$ cat src/rtl/iterative_shifter_if.sv
// Request/response bundle between the control unit and the iterative shifter.
// Define SHIFTER_CARRY_OUT_EN to add the carry_out signal.
interface iterative_shifter_if #(
  parameter int unsigned WIDTH = 8
);
  logic             start;
  logic [1:0]       shift_op;
  logic [7:0]       shift_amt;
  logic [WIDTH-1:0] data_in;
  logic             busy;
  logic             done;
  logic [WIDTH-1:0] result;
`ifdef SHIFTER_CARRY_OUT_EN
  logic             carry_out;
`endif

`ifdef SHIFTER_CARRY_OUT_EN
  modport master (output start, shift_op, shift_amt, data_in,
                  input  busy, done, result, carry_out);
  modport slave  (input  start, shift_op, shift_amt, data_in,
                  output busy, done, result, carry_out);
`else
  modport master (output start, shift_op, shift_amt, data_in,
                  input  busy, done, result);
  modport slave  (input  start, shift_op, shift_amt, data_in,
                  output busy, done, result);
`endif
endinterface

$ cat src/rtl/iterative_shifter.sv
// Multi-cycle LSL/LSR/ASR/ROR engine, one bit position per clock.
// Optional feature macro: SHIFTER_CARRY_OUT_EN (adds carry_out).
module iterative_shifter #(
  parameter int unsigned WIDTH = 8
) (
  input  logic               clk_i,
  input  logic               rst_ni,
  iterative_shifter_if.slave bus
);

  localparam int unsigned CW = $clog2(WIDTH) + 1;

  typedef enum logic [1:0] {
    S_IDLE  = 2'b00,
    S_SHIFT = 2'b01,
    S_DONE  = 2'b10
  } state_e;

  typedef enum logic [1:0] {
    OP_LSL = 2'b00,
    OP_LSR = 2'b01,
    OP_ASR = 2'b10,
    OP_ROR = 2'b11
  } op_e;

  state_e           state_q, state_d;
  op_e              op_q, op_d;
  logic [CW-1:0]    count_q, count_d;
  logic [WIDTH-1:0] result_q, result_d;
  logic             sign_q, sign_d;
  logic             busy_q, busy_d;
  logic             done_q, done_d;
  logic [CW-1:0]    amt_cnt;
`ifdef SHIFTER_CARRY_OUT_EN
  logic             carry_q, carry_d;
`endif

  // Effective count: saturate at WIDTH for shifts, wrap modulo WIDTH for rotate.
  always_comb begin
    if (op_e'(bus.shift_op) == OP_ROR) begin
      amt_cnt = CW'(32'(bus.shift_amt) % WIDTH);
    end else if (32'(bus.shift_amt) >= WIDTH) begin
      amt_cnt = CW'(WIDTH);
    end else begin
      amt_cnt = CW'(bus.shift_amt);
    end
  end

  always_comb begin
    state_d  = state_q;
    op_d     = op_q;
    count_d  = count_q;
    result_d = result_q;
    sign_d   = sign_q;
`ifdef SHIFTER_CARRY_OUT_EN
    carry_d  = carry_q;
`endif

    case (state_q)
      S_IDLE: begin
        if (bus.start) begin
          result_d = bus.data_in;
          op_d     = op_e'(bus.shift_op);
          sign_d   = bus.data_in[WIDTH-1];
          count_d  = amt_cnt;
`ifdef SHIFTER_CARRY_OUT_EN
          carry_d  = 1'b0;
`endif
          state_d  = (amt_cnt == '0) ? S_DONE : S_SHIFT;
        end
      end
      S_SHIFT: begin
        count_d = count_q - CW'(1);
        case (op_q)
          OP_LSL:  result_d = {result_q[WIDTH-2:0], 1'b0};
          OP_LSR:  result_d = {1'b0, result_q[WIDTH-1:1]};
          OP_ASR:  result_d = {sign_q, result_q[WIDTH-1:1]};
          default: result_d = {result_q[0], result_q[WIDTH-1:1]};
        endcase
`ifdef SHIFTER_CARRY_OUT_EN
        carry_d = (op_q == OP_LSL) ? result_q[WIDTH-1] : result_q[0];
`endif
        if (count_q == CW'(1)) begin
          state_d = S_DONE;
        end
      end
      S_DONE:  state_d = S_IDLE;
      default: state_d = S_IDLE;
    endcase

    busy_d = (state_d != S_IDLE);
    done_d = (state_d == S_DONE);
  end

  always_ff @(posedge clk_i) begin
    if (!rst_ni) begin
      state_q  <= S_IDLE;
      op_q     <= OP_LSL;
      count_q  <= '0;
      result_q <= '0;
      sign_q   <= 1'b0;
      busy_q   <= 1'b0;
      done_q   <= 1'b0;
`ifdef SHIFTER_CARRY_OUT_EN
      carry_q  <= 1'b0;
`endif
    end else begin
      state_q  <= state_d;
      op_q     <= op_d;
      count_q  <= count_d;
      result_q <= result_d;
      sign_q   <= sign_d;
      busy_q   <= busy_d;
      done_q   <= done_d;
`ifdef SHIFTER_CARRY_OUT_EN
      carry_q  <= carry_d;
`endif
    end
  end

  assign bus.busy   = busy_q;
  assign bus.done   = done_q;
  assign bus.result = result_q;
`ifdef SHIFTER_CARRY_OUT_EN
  assign bus.carry_out = carry_q;
`endif

endmodule

$ cat src/flat_wrapper.sv
// flat-port wrapper written by rule: the top's interface ports become plain ports
module iterative_shifter_flat 
#(
  parameter int unsigned WIDTH = 8
)
  (clk_i, rst_ni, bus_start, bus_shift_op, bus_shift_amt, bus_data_in, bus_busy, bus_done, bus_result);
  iterative_shifter_if #(.WIDTH(WIDTH)) bus_i ();
  input  logic clk_i;
  input  logic rst_ni;
  input wire logic [$bits(bus_i.start)-1:0] bus_start;
  input wire logic [$bits(bus_i.shift_op)-1:0] bus_shift_op;
  input wire logic [$bits(bus_i.shift_amt)-1:0] bus_shift_amt;
  input wire logic [$bits(bus_i.data_in)-1:0] bus_data_in;
  output wire logic [$bits(bus_i.busy)-1:0] bus_busy;
  output wire logic [$bits(bus_i.done)-1:0] bus_done;
  output wire logic [$bits(bus_i.result)-1:0] bus_result;
  assign bus_i.start = bus_start;
  assign bus_i.shift_op = bus_shift_op;
  assign bus_i.shift_amt = bus_shift_amt;
  assign bus_i.data_in = bus_data_in;
  assign bus_busy = bus_i.busy;
  assign bus_done = bus_i.done;
  assign bus_result = bus_i.result;
  iterative_shifter #(.WIDTH(WIDTH)) u_core (.clk_i(clk_i), .rst_ni(rst_ni), .bus(bus_i));
endmodule
$ cat config.mk
export PLATFORM = sky130hd
export DESIGN_NAME = iterative_shifter_flat
export DESIGN_NICKNAME = d
export VERILOG_FILES = /design/src/rtl/iterative_shifter_if.sv /design/src/rtl/iterative_shifter.sv /design/src/flat_wrapper.sv
export SDC_FILE = /design/constraint.sdc
export NUM_CORES = 1
export LEC_CHECK = 0
export ABC_AREA = 1
export CORE_ASPECT_RATIO = 1.1
export CORE_MARGIN = 2
export CORE_UTILIZATION = 47
export CTS_BUF_LIST = sky130_fd_sc_hd__clkbuf_8
export DETAILED_ROUTE_END_ITERATION = 6
export PLACE_DENSITY = 0.89
export SLEW_MARGIN = 20
export SYNTH_ARGS = -nofsm -noshare
export SYNTH_HDL_FRONTEND = slang
export SYNTH_SLANG_ARGS = --single-unit
export TNS_END_PERCENT = 20
$ cat constraint.sdc
create_clock -name clk_i -period 1.2 [get_ports clk_i]
set_input_delay 0.24 -clock clk_i [delete_from_list [all_inputs] [get_ports clk_i]]
set_output_delay 0.24 -clock clk_i [all_outputs]
set_load 0.05 [all_outputs]
==> results.ini, run 1 <==
[run_status]
outcome = finished clean

[flow_run]
cap_violations = 0

[placed_design]
gp_congestion = 0.862
dp_hpwl_mm = 1.87
io_buffers = 30
post-place-cells = 193
place_area_um2 = 1440

[power_and_ir_drop]
power_leakage_uw = 0.000611
max-vdd-ir-drop_mv = 0.933
intPower_uw = 1230
fin_total_pwr_uw = 1870
power_frac_comb_pct = 34.8
switching_share_pct = 33.9
pwr-share-seq_pct = 41.2
power_density_nw_per_um2 = 1230
clockPowerShare_pct = 23.9
p_switching_uw = 633

[final_layout]
multi_input_area_um2 = 512
nets = 195
final-instance-count-excl-fill = 199
syn_to_final_growth_pct = 57.6
diodes = 0
drive_above_1_share_pct = 22.2
nFillCells = 132
regArea_um2 = 384
fin_area_um2 = 1520

[global_route]
grt_usage_pct = 23.3
grt_start_max_net_pins = 14
grt_pass1_wl_mm = 4.13
grt_pass1_vias = 1037
overflow = 0
antenna_found_initial = 0

[critical_path]
cp-end-kind = flop
crit_type = flop to flop
cp-start-kind = flop
worstPathMaxFanout = 4
slowest_stage = dfxtp_2
worst_ep_required_time_ps = 1340
slowest_delay_ps = 360
cpMostUsedCell = a21oi_1
timing.critical_path.buf_inv = 1
crit_cells = 5
critical-path-top-delay-family = flip-flops
ff2ff_path_depth = 5
crit_path_cell_trace = inv_1 > ha_1 > xor2_1 > a21oi_1 > a21oi_1
crit_arrival_ps = 1300

[yosys]
synth_edf_count = 0
synthArstFlopShare_pct = 0
avgSynthCellArea_um2 = 7.34
synth_area_um2 = 962
synth_seq_cells = 19
syn_nets = 154
yosys_warnings = 0
synth.area.top_cells = dfxtp_1 (40%), a21oi_1 (12%), o21ai_0 (11%)
synth_top_cell_area_share_pct = 39.5
yosysMostFrequentCell = a21oi_1
postSynthCellCount = 131
post-synth-top-area-cell = dfxtp_1
synth_flop_cell = dfxtp_1
ys_seq_area_share_pct = 39.5
netlist_top_cells_count = a21oi_1 (23), o21ai_0 (22), dfxtp_1 (19)
synthDistinctLibCells = 20

[detailed_routing]
wl_per_cell_um = 13.1
routed_via_density = 5.55
first_pass_iters = 4
post-route-drc-count = 0
vias = 1105
ant_nets = 0
drtIter0Drc = 79
wirelength_mm = 2.60

[floorplan]
core_um2 = 1980
io_pins = 31
die_h_um = 51.5
die_w_um = 47.1
die_area_um2 = 2430
num_rows = 17
start_util_pct = 48.6

[timing]
setup_violations = 0
fin_skew_ps = 1.79
min_period_ps = 1150
worst_pin_slew_ps = 282
finalCritPeriodShare_pct = 96.0
slew_violations = 0
finalHoldViolations = 0
fmaxAchievable_mhz = 868
slew_headroom_pct = 81.0

[worst_hold_path]
holdPathStages = 5
hold_class = input pin to flop

[clock_tree]
cts_tree = done
cts_buffers = 3
clockBufferDepth = 2
path_clk_slew_ps = 70
holdBufCountCts = 0
htreeDepth = 1
cts_sinks = 19
insertion_delay_ps = 260
cts_root_buf = clkbuf_8

==> worst register-to-register path, cell delays in order (launching register included) <==
cell and delay [ps]:
dfxtp_2 360, inv_1 70, ha_1 210, xor2_1 150
a21oi_1 150, a21oi_1 100
==> cells by family after synthesis <==
group           synth area share (%)
compound gates                  27.8
simple gates                    21.3
flops                           39.5
buf+inv                         7.80
fa+ha+maj                       2.60
xor+xnor                       0.910
==> what timing repair did <==
item / in CTS / in global routing
resized for setup: 1 / 6
pin swaps: 0 / 1
endpoints found under the setup margin: 1 / 8
buffers inserted: 0 / 2
gates cloned: 0 / 0
==> per-layer routing <==
layer | GRT usage (%) | share of wire [%]
met3 | 2.83 | 6.9
met2 | 39.0 | 51
met1 | 27.7 | 38
met4 | 12.5 | 3.3
met5 | 0 | 0
==> final cells by class <==
cell class / count / area share, %
Clock inverter: 1 / 0.330
Multi-Input combinational cell: 94 / 33.7
Clock buffer: 3 / 2.72
Inverter: 16 / 3.96
Sequential cell: 19 / 25.3
Timing Repair Buffer: 38 / 31.6
Tap cell: 28 / 2.31
==> placed cells by master, fill, tap and decap left out <==
master / instances
a21oi_1: 23
o21ai_0: 21
clkdlybuf4s50_1: 19
dfxtp_1: 16
inv_1: 11
nor2_1: 11
buf_12: 11
nand3_1: 10
nand2_1: 9
o21ai_1: 6
buf_4: 6
inv_2: 4
nand2_4: 3
nor2_4: 3
clkbuf_8: 3
dfxtp_2: 3
a21oi_2: 2
ha_1: 2
nor3_1: 1
clkinv_1: 1
nand2_2: 1
nand4_1: 1
xor2_1: 1
clkinv_2: 1
dlymetal6s2s_1: 1
buf_6: 1
==> through the flow <==
step	setup TNS (ps)	hold slack, ps	worst slack, ps	util, %
after floorplan	0	375	35.4	-
after global placement	-2660	461	-199	72.8
after detailed placement	-3040	483	-230	72.8
after CTS	0	493	24.7	75.2
after global routing	-52.9	494	-16.1	76.7
final	0	484	48.1	76.7
==> worst paths after layout <==
| kind | start | end | slack, ps |
|---|---|---|---|
| min reg2reg | u_core.sign_q | u_core.sign_q | 500 |
| min | bus_start | u_core.op_q[0] | 480 |
| max | u_core.count_q[0] | u_core.count_q[2] | 50 |
| max reg2reg | u_core.count_q[0] | u_core.count_q[2] | 50 |
==> power by group through the flow <==
stage                     registers, µW  logic (µW)  clock network (µW)
after floorplan                     863         235                   0
after global placement              775         605                   0
after detailed placement            779         622                   0
after CTS                           765         628                 451
after global routing                779         699                 483
final                               769         651                 447
==> flip-flops by register name (all words and copies together), names as in the netlist <==
signal / count
u_core.bus.busy: 1
u_core.bus.done: 1
u_core.sign_q: 1
u_core.op_q: 2
u_core.bus.result: 8
u_core.count_q: 4
u_core.state_q: 2
Note: power is estimated with default switching activity, not from simulation.
==> inputs of run 2 (changes only) <==
- REMOVE_ABC_BUFFERS: unset -> 1
- SETUP_SLACK_MARGIN: unset -> 0.3
- SKIP_LAST_GASP: unset -> 1
==> results.ini, run 2 (synthesis gave the netlist of run 1 again) <==
[floorplan]
io_pins = 31
die_h_um = 51.5
core_um2 = 1980
start_util_pct = 48.6
num_rows = 17
die_w_um = 47.1
die_area_um2 = 2430

[power_and_ir_drop]
power_density_nw_per_um2 = 1200
power_leakage_uw = 0.000667
max-vdd-ir-drop_mv = 1.21
fin_total_pwr_uw = 1990

[detailed_routing]
routed_via_density = 6.09
wl_per_cell_um = 18.5
first_pass_iters = 5
post-route-drc-count = 0
wirelength_mm = 3.75
vias = 1237
drtIter0Drc = 127
ant_nets = 0

[global_route]
grt_pass1_vias = 1156
overflow = 0
grt_start_max_net_pins = 14
grt_usage_pct = 29.9
grt_pass1_wl_mm = 5.04
antenna_found_initial = 0

[timing]
slew_violations = 0
slew_headroom_pct = 76.8
rsz0062_at_grt = true
fin_skew_ps = 1.72
finalCritPeriodShare_pct = 102
finalHoldViolations = 0
setup_violations = 1
min_period_ps = 1230
worst_pin_slew_ps = 344
fmaxAchievable_mhz = 816
setup_ws_ps = -25.8

[clock_tree]
cts_buffers = 3
cts_sinks = 19
path_clk_slew_ps = 70
htreeDepth = 1
cts_root_buf = clkbuf_8
cts_tree = done
clockBufferDepth = 2
insertion_delay_ps = 260

[critical_path]
r2r_slack_ps = 10
worst_ep_required_time_ps = 1340
crit_arrival_ps = 1370
worstReg2RegStart = u_core.state_q[1]
crit_type = input pin to flop
ff2ff_path_depth = 5
r2r-end = u_core.bus.result[4]
cp-start-kind = input pin
cp-end-kind = flop
worstPathMaxFanout = 2

[final_layout]
final_common_cell = o21ai_0
fin_area_um2 = 1650
utilization_pct = 83.5
diodes = 0
nFillCells = 116
final_cell_mix = o21ai_0 (21), a21oi_1 (19), clkdlybuf4s50_1 (16)
drive_above_1_share_pct = 32.6
nets = 199
largest_reg_flops = 8
syn_to_final_growth_pct = 71.7

[placed_design]
place_area_um2 = 1450
io_buffers = 30
gp_congestion = 0.811
dp_hpwl_mm = 1.96

[worst_hold_path]
holdPathStages = 5
worstHoldStart = bus_shift_amt[6]
hold-path-endpoint = u_core.count_q[3]
hold_class = input pin to flop

[run_status]
outcome = finished, violations left
violations = setup timing

[flow_run]
cap_violations = 0

run 2: how the worst max path moves through the flow:
stage | slack (ps) | from | end | cells past startpoint
2_1_floorplan | 40 | u_core.bus.result[3] | u_core.bus.result[2] | 4
6_report | -30 | bus_shift_amt[0] | u_core.state_q[0] | 5
5_1_grt | -40 | bus_shift_amt[1] | u_core.state_q[0] | 5
3_5_place_dp | -250 | bus_start | u_core.bus.result[7] | 7
3_3_place_gp | -200 | bus_start | u_core.bus.result[7] | 7
4_1_cts | 90 | u_core.state_q[1] | u_core.count_q[3] | 7
run 2: timing repair:
item,CTS,global route
hold buffers,0,0
setup buffers,4,1
resized for setup,12,25
pin swaps,3,11
endpoints found under the setup margin,29,29
run 2: where the power goes:
group | switching [µW] | internal [µW] | leakage (µW)
Sequential | 84.9 | 694 | 0.000159
Combinational | 418 | 342 | 0.000481
Clock | 222 | 228 | 0.0000269
run 2: per-layer routing:
metal / global-route usage (%) / routed length, µm / share of wire [%] / vias up
met4: 18.1 / 240 / 6.4 / 0
met2: 50.9 / 1900 / 51 / 102
li1: - / - / - / 534
met5: 0 / 0 / 0 / -
met1: 32.0 / 1230 / 33 / 565
met3: 6.71 / 390 / 10 / 36
run 2: worst max-delay path: stages:
cell and delay [ps]:
clkdlybuf4s50_1 530, nor3_4 340, nand2_2 110, nand2_1 80, a21oi_1 70
run 2: final cells by class:
cell class	count	area [µm²]	share of cell area, %
tap	28	35.0	2.12
timing repair buffer	42	517	31.3
clock inverter	1	3.75	0.227
multi-input combinational	94	602	36.4
inverter	16	65.1	3.94
clock buffer	3	41.3	2.50
sequential	19	388	23.5
run 2: metrics by stage:
| stage | setup WS [ps] | std cells | hold WS (ps) | setup TNS, ps |
|---|---|---|---|---|
| after CTS | 91.6 | 202 | 474 | 0 |
| after detailed placement | -254 | 194 | 464 | -3110 |
| after floorplan | 35.0 | 129 | 375 | 0 |
| after global routing | -42.4 | 203 | 481 | -84.5 |
| final | -25.8 | 203 | 443 | -25.8 |
| after global placement | -202 | 194 | 462 | -2640 |
==> patch: new RTL, settings of run 1 <==
The 3 states of `state_e` get a one-hot encoding in 3 bits.
--- a/src/rtl/iterative_shifter.sv
+++ b/src/rtl/iterative_shifter.sv
@@ -12,6 +12,6 @@
 
-  typedef enum logic [1:0] {
-    S_IDLE  = 2'b00,
-    S_SHIFT = 2'b01,
-    S_DONE  = 2'b10
+  typedef enum logic [2:0] {
+    S_IDLE  = 3'b001,
+    S_SHIFT = 3'b010,
+    S_DONE  = 3'b100
   } state_e;
Formal check against the unedited RTL: no difference found for any inputs over 10 cycles, from zero or initial values and one cycle with rst_ni low; not proved beyond that.
==> patch against run 1 <==
The run now ends with setup timing left. Maximum frequency down 5.4%. Synthesized area is 6.2% higher. Sequential cell count is 1 higher. Routed wire length up 26%. Hold slack better by 0.017 ns. Total power increased by 9.2%. Setup slack got worse by 0.066 ns. Cell area is 9.7% higher. Critical path type unchanged. Largest cell class unchanged.
==> patch: results (changes against run 1) <==
| Metric | Value |
|---|---|
| Layout cell share with drive strength beyond 1 | `0.2947 (+0.07251)` |
| Final Worst Setup Slack | `-0.01758 ns (-0.06568 ns)` |
| Number of DRC markers after the initial detailed-route iteration | `55 (-30%)` |
| Worst Hold Endpoint | `u_core.sign_q$_SDFFE_PN0P_` |
| Final setup vio count | `1 (+1)` |
| Number of inserted filler cells in the final layout | `119 (-9.8%)` |
| Cell leakage power | `0.7330 nW (+20%)` |
| Worst hold slack after final layout | `0.5013 ns (+0.01705 ns)` |
| Total number of vias | `1220 (+10%)` |
| Final worst clock skew | `0.002174 ns (+0.0003846 ns)` |
| HP Start | `u_core.sign_q$_SDFFE_PN0P_` |
| Tightest Hold Check Type | `reg -> reg` |
| Worst Hold Depth | `2 (-3)` |
| Weighted congestion reported at the end of routability-driven placement | `0.8240 (-4.4%)` |
| Violations in the final reports | `setup timing` |
| Netlist cell types | `21 (+5.0%)` |
| IR drop worst, VDD | `0.9343 mV (+0.13%)` |
| Path depth of the worst reg2reg path | `6 (+1)` |
| Vias per cell | `5.596 (+0.78%)` |
| Gate family responsible for the most delay along the worst path | `compound AO/OA/AOI/OAI gates` |
| Worst Path Max Fanout | `13 (+9)` |
| Run status | `finished, violations left` |
| Total wire length after detailed routing | `3279 µm (+26%)` |
| Total placed cells including tap cells | `207 (+7.3%)` |
| Average instance area after synthesis | `6.954 µm² (-5.3%)` |
-- patch: metrics by stage --
stage,setup TNS [ns],area (µm²)
2_1_floorplan,0,1022
5_1_grt,-0.2137,1663
3_5_place_dp,-5.683,1473
4_1_cts,0,1548
6_report,-0.01758,1663
3_3_place_gp,-4.248,1473
-- patch: logic make-up (layout without fill, tap and decap cells) --
group | count (synthesis) | in the layout | share of synthesized area
buf+inv | 27 | 67 | 0.1212
fa+ha+maj | 2 | 2 | 0.02448
flops | 20 | 20 | 0.3917
compound gates | 47 | 47 | 0.2362
simple gates | 50 | 53 | 0.2179
xor+xnor | 1 | 1 | 0.008569
-- patch: timing repair --
item                                   CTS  global route
gates cloned                             2             1
endpoints found under the hold margin    0             0
buffers inserted                         0             5
gates resized for setup                  7            25
setup endpoints to repair               17            14
pin swaps                                2             6
-- patch: power by group --
part	internal (W)	total [W]	switching, W
clock network	0.000224	0.000441	0.000217
registers	0.000739	0.000831	0.0000922
logic	0.000355	0.000768	0.000413
-- patch: area by class of cell --
class	instances	area [µm²]	share of cell area
multi-input combinational	103	590.6	0.3552
timing repair buffer	43	508.0	0.3055
sequential	20	406.6	0.2445
inverter	21	81.33	0.04891
clock buffer	3	41.29	0.02483
tap	28	35.03	0.02107
-- patch: metal layers --
| metal | up-vias | track usage | wire (µm) |
|---|---|---|---|
| li1 | 568 | - | - |
| met1 | 559 | 0.2430 | 1255 |
| met2 | 80 | 0.4560 | 1687 |
| met3 | 13 | 0.04237 | 228 |
| met4 | 0 | 0.1190 | 108 |
| met5 | - | 0 | 0 |
